`src/rtl/sensor_ctrl_pkg.sv`:
```
// Shared definitions for the sensor capture block: buffer geometry, the
// one-hot state encoding and the idle data pattern.
package sensor_ctrl_pkg;

    localparam int ADDR_SIZE = 6;
    localparam int DATA_SIZE = 32;
    localparam int DEPTH     = 64;

    // Bit positions of the one-hot state vector
    localparam int IDLE_BIT    = 0;
    localparam int COLLECT_BIT = 1;
    localparam int FULL_BIT    = 2;

    typedef enum logic [2:0] {
        IDLE    = 3'b001 << IDLE_BIT,
        COLLECT = 3'b001 << COLLECT_BIT,
        FULL    = 3'b001 << FULL_BIT
    } sensor_ctrl_state_t;

    localparam logic [DATA_SIZE-1:0] EMPTY_DATA = {DATA_SIZE{1'b0}};

endpackage : sensor_ctrl_pkg

```
`src/rtl/sensor_buffer.sv`:
```
// Sample store: register array with one synchronous write port and one
// combinational read port. Contents are deliberately not reset so that a
// captured frame survives a controller clear or reset.
module sensor_buffer
    import sensor_ctrl_pkg::*;
#(
    parameter int AW    = sensor_ctrl_pkg::ADDR_SIZE,
    parameter int DW    = sensor_ctrl_pkg::DATA_SIZE,
    parameter int NWORD = sensor_ctrl_pkg::DEPTH
) (
    input  logic          clk,
    input  logic          we_i,
    input  logic [AW-1:0] waddr_i,
    input  logic [DW-1:0] wdata_i,
    input  logic [AW-1:0] raddr_i,
    output logic [DW-1:0] rdata_o
);

    logic [DW-1:0] mem_q [NWORD];

    // Store the accepted sample; a same-cycle read still sees the old word
    always_ff @(posedge clk) begin
        if (we_i) begin
            mem_q[waddr_i] <= wdata_i;
        end
    end

    assign rdata_o = mem_q[raddr_i];

endmodule : sensor_buffer

```
`src/rtl/sensor_ctrl.sv`:
```
// Sensor capture controller: handshakes with the sensor, fills the sample
// buffer in order, raises a level interrupt once the buffer is full, and
// offers a random-access read port to the wrapper.
module sensor_ctrl #(
    parameter int ADDR_SIZE = sensor_ctrl_pkg::ADDR_SIZE,
    parameter int DATA_SIZE = sensor_ctrl_pkg::DATA_SIZE,
    parameter int DEPTH     = sensor_ctrl_pkg::DEPTH
) (
    input  logic                 clk,
    input  logic                 rst_n,
    input  logic                 sctrl_en,
    input  logic                 sctrl_clear,
    input  logic [ADDR_SIZE-1:0] sctrl_addr,
    output logic [DATA_SIZE-1:0] sctrl_out,
    output logic                 sctrl_interrupt,
    input  logic                 sensor_ready,
    input  logic [DATA_SIZE-1:0] sensor_out,
    output logic                 sensor_en
);

    import sensor_ctrl_pkg::*;

    localparam logic [ADDR_SIZE:0] COUNT_ZERO = {(ADDR_SIZE+1){1'b0}};
    localparam logic [ADDR_SIZE:0] COUNT_ONE  = {{ADDR_SIZE{1'b0}}, 1'b1};
    localparam logic [ADDR_SIZE:0] COUNT_LAST = (ADDR_SIZE+1)'(DEPTH - 1);

    sensor_ctrl_state_t   state_q;
    logic [ADDR_SIZE:0]   count_q;
    logic [ADDR_SIZE:0]   count_d;
    logic                 irq_q;
    logic                 sensor_en_s;
    logic                 accept_s;
    logic                 last_s;

    // Request samples only while collecting and enabled; a clear overrides
    always_comb begin
        sensor_en_s = 1'b0;
        if (sctrl_clear) begin
            sensor_en_s = 1'b0;
        end else if (state_q == COLLECT) begin
            sensor_en_s = sctrl_en;
        end else begin
            sensor_en_s = 1'b0;
        end
    end

    assign accept_s = sensor_en_s & sensor_ready;
    assign last_s   = accept_s & (count_q == COUNT_LAST);
    assign count_d  = count_q + COUNT_ONE;

    // Capture FSM, sample counter and full interrupt; clear beats any sample
    always_ff @(posedge clk or negedge rst_n) begin
        if (!rst_n) begin
            state_q <= IDLE;
            count_q <= COUNT_ZERO;
            irq_q   <= 1'b0;
        end else if (sctrl_clear) begin
            state_q <= IDLE;
            count_q <= COUNT_ZERO;
            irq_q   <= 1'b0;
        end else begin
            case (state_q)
                IDLE: begin
                    if (sctrl_en) begin
                        state_q <= COLLECT;
                    end else begin
                        state_q <= IDLE;
                    end
                end
                COLLECT: begin
                    if (accept_s) begin
                        count_q <= count_d;
                    end else begin
                        count_q <= count_q;
                    end
                    if (last_s) begin
                        state_q <= FULL;
                        irq_q   <= 1'b1;
                    end else if (!sctrl_en) begin
                        // Pause keeps count so collection resumes in place
                        state_q <= IDLE;
                    end else begin
                        state_q <= COLLECT;
                    end
                end
                FULL: begin
                    state_q <= FULL;
                    irq_q   <= 1'b1;
                end
                default: begin
                    // Illegal encoding: fall back to a clean empty state
                    state_q <= IDLE;
                    count_q <= COUNT_ZERO;
                    irq_q   <= 1'b0;
                end
            endcase
        end
    end

    assign sensor_en       = sensor_en_s;
    assign sctrl_interrupt = irq_q;

    sensor_buffer #(
        .AW    (ADDR_SIZE),
        .DW    (DATA_SIZE),
        .NWORD (DEPTH)
    ) u_buffer (
        .clk     (clk),
        .we_i    (accept_s),
        .waddr_i (count_q[ADDR_SIZE-1:0]),
        .wdata_i (sensor_out),
        .raddr_i (sctrl_addr),
        .rdata_o (sctrl_out)
    );

endmodule : sensor_ctrl

```
`config.mk`:
```
export PLATFORM = sky130hd
export DESIGN_NAME = sensor_ctrl
export DESIGN_NICKNAME = d
export VERILOG_FILES = /design/src/rtl/sensor_ctrl_pkg.sv /design/src/rtl/sensor_buffer.sv /design/src/rtl/sensor_ctrl.sv
export SDC_FILE = /design/constraint.sdc
export NUM_CORES = 2
export LEC_CHECK = 0
export ABC_AREA = 1
export CORE_MARGIN = 1.5
export CORE_UTILIZATION = 58
export DETAILED_ROUTE_END_ITERATION = 10
export PLACE_DENSITY = 0.75
export SYNTH_ARGS = -nofsm -noshare
export SYNTH_HDL_FRONTEND = slang
export SYNTH_SLANG_ARGS = --single-unit
```
`constraint.sdc`:
```
create_clock -name clk -period 6.27 [get_ports clk]
set_input_delay 1.881 -clock clk [delete_from_list [all_inputs] [get_ports clk]]
set_output_delay 1.881 -clock clk [all_outputs]
set_load 0.1 [all_outputs]
```
==> reports/metrics.yaml <==
sta:
  slew_headroom: 0.115
  layout_min_cycle_time_ns: 6.22
  setup_viol: 0
  fin_crit_sh: 0.991
  fin_tns_setup_ns: 0
  fin_skew_ns: 0.0195
  final_hold_viol_count: 0
  worstMarginPinSlew_ns: 1.33
  timing.fmax_mhz: 161
  rsz0062_at_grt: "false"
  slew_viol_final: 0
critical_path:
  start_kind: "input pin"
  required_ns: 4.39
  endpoint_kind: "primary output"
  slowest_stage: "buf_12"
  crit_family: "simple AND/OR/NAND/NOR gates"
  crit_arrival_ns: 4.33
  path_cells: "buf_8, inv_16, buf_12, nand2_1, nand3_1, nand3_1, nand3_1, nand3_1, nand2_1, nand2_1, nand2_1, buf_12"
  worstPathBufferInverterCount: 4
  slowest_delay_ns: 0.35
  critical_path_class: "in2out"
  cp_max_fo: 77
power_and_ir_drop:
  finalPower_mw: 28.5
  ir_drop_v: 0.000239
  power_density_mw_per_mm2: 307
  p_leak_nw: 32.8
placed_design:
  hpwl_um: 121000
  gp_congestion: 0.834
  numPortBuffers: 76
synth:
  synth_edf_count: 2048
  syn_nets: 6864
  seq_area_frac_synth: 0.747
  async_flop_share: 0.00534
  synthFlopType: "edfxtp_1"
  postSynthCellCount: 6820
  yosysUniqueCellTypes: 24
  ys_seq_elements: 2059
  ys_warn_count: 0
  synth_area_mm2: 0.0827
  avgSynthCellArea_um2: 12.1
floorplanning:
  die_y_um: 381
  start_util: 0.584
  core.rowCount: 138
  core-area_mm2: 0.142
  fp.dieW_um: 381
  dieArea_mm2: 0.145
  ios: 77
status:
  status: "finished clean"
finish:
  layout.nets: 6917
  layout-drive-gt1-share: 0.0891
  area_delta_synth_final_pct: 12.6
routing:
  drc: 0
  wl_met3_um: 31100
  drt_iter0_markers: 9173
  met2_length_um: 108000
  wl_met1_um: 84400
  detail_route.wl_per_cell_um: 26.1
  routed_via_density: 6.31
  drt_wl_total_um: 233000
  ant_nets: 0
  dr_total_vias: 56310
  first_pass_iters: 7
  highest_layer: "met5"
cts:
  h-tree-depth: 4
  postCtsSetupRepairBufs: 0
  cts.sinks: 2059
  cts_inserted_buffers: 197
  clockBufferDepth: 3
  clk_latency_ns: 0.84
  post_cts_resized: 0
  cts-root-buf: "clkbuf_16"
  holdBufCountCts: 0
  cts.clk_slew.worst_paths_ns: 0.06
  tritoncts: "yes"
global_routing:
  grt_use_total: 0.318
  grt_max_degree: 143
  grt.overflow.total: 0
  antenna_found_initial: 20
  grt_pass1_wl_um: 341000
  grt_pass1_vias: 54068
hold_path:
  hold_path_class: "reg2reg"
run:
  cap_violations: 0
==> worst register-to-register path, cell delays in order (launching register included) <==
cell and delay, ns:
dfrtp_1 0.39, inv_2 0.07, nand3_1 0.14, nor2_1 0.34, nand3_2 0.32, nor2_1 0.31, nand2_1 0.50, nor2_4 0.73
buf_12 0.32
==> synth_stat cells, types with 3 or more instances <==
cell type	instances	share of area
a21oi_1	4	0.00024
buf_1	56	0.0025
dfrtp_1	10	0.0030
o21ai_0	7	0.00042
nor2_1	77	0.0035
buf_4	31	0.0028
nor3_1	5	0.00030
inv_1	19	0.00086
buf_2	270	0.016
nand2_1	2294	0.10
nand3_1	1899	0.11
buf_6	26	0.0035
clkbuf_1	62	0.0028
edfxtp_1	2048	0.74
inv_2	3	0.00014
==> final timing paths <==
path | endpoint | start | cells past startpoint | slack, ns
setup / recovery | sctrl_out[15] | sctrl_addr[0] | 12 | 0.05
hold / removal | count_q[6] | count_q[6] | 2 | 0.53
setup reg to reg | u_buffer.mem_q[30][17] | state_q[2] | 8 | 2.82
hold reg to reg | count_q[6] | count_q[6] | 2 | 0.53
max in group asynchronous | count_q[2] | rst_n | 1 | 4.41
min in group asynchronous | sctrl_interrupt | rst_n | 1 | 1.45
==> logic make-up (layout without fill, tap and decap cells) <==
family | after synthesis | count (layout) | synth area share
simple gates | 4279 | 4279 | 0.223
flops | 2059 | 2059 | 0.747
buf+inv | 468 | 683 | 0.0291
other cells | 0 | 5 | 0
compound gates | 13 | 13 | 0.000832
fa+ha+maj | 1 | 1 | 0.000151
==> metal layers <==
| layer | vias to the layer above | track usage |
|---|---|---|
| met3 | 614 | 0.0680 |
| li1 | 24351 | - |
| met2 | 4116 | 0.494 |
| met1 | 27209 | 0.439 |
| met4 | 20 | 0.136 |
| met5 | - | 0 |
==> layout make-up <==
type	count	area, µm²
flip-flops and latches	2059	61800
fillers	9830	48500
multi-input cells	4293	19000
clock buffers	259	5270
repair buffers	299	3660
well taps	1890	2360
clock inverters	102	886
inverters	23	124
diodes	5	12.5
==> flip-flops by register name, indices dropped and copies added (netlist names) <==
signal / flops
state_q: 3
count_q: 7
u_buffer.mem_q: 2048
sctrl_interrupt: 1
==> power breakdown <==
part           internal [mW]  total (mW)  switching [mW]
logic                  0.526        1.97            1.44
registers               15.1        15.1        0.000893
clock network           6.47        11.4            4.97
total                   22.1        28.5            6.42
==> through the flow <==
stage          instance area, µm²  utilization  setup WS [ns]  cells  hold slack (ns)
6_report                    93100        0.658         0.0549   8930            0.533
5_1_grt                     93100        0.658         0.0117   8928            0.557
4_1_cts                     93100        0.657         0.0196   8924            0.533
3_5_place_dp                86900        0.614         0.0833   8563            0.524
3_3_place_gp                86900        0.614          0.115   8563            0.517
2_1_floorplan               82700            -          0.410   6820            0.504
==> cells in the final DEF, fill, tap and decap left out, types with 2 or more instances in the layout <==
| master | instances |
|---|---|
| clkbuf_16 | 203 |
| edfxtp_1 | 2048 |
| inv_16 | 2 |
| buf_16 | 2 |
| clkinv_8 | 3 |
| clkdlybuf4s50_1 | 5 |
| a21oi_1 | 4 |
| clkinvlp_4 | 4 |
| clkinv_2 | 30 |
| diode_2 | 5 |
| buf_8 | 3 |
| nor2_4 | 64 |
| inv_8 | 2 |
| clkbuf_1 | 57 |
| nand3_1 | 1899 |
| bufinv_16 | 14 |
| buf_4 | 142 |
| nor2_1 | 13 |
| nor3_1 | 5 |
| buf_12 | 112 |
| clkinv_1 | 45 |
| dfrtp_1 | 10 |
| nand2_1 | 2293 |
| o21ai_0 | 7 |
| inv_1 | 17 |
| buf_2 | 33 |
| inv_6 | 6 |
No activity file was read; power rests on OpenSTA's default activity.
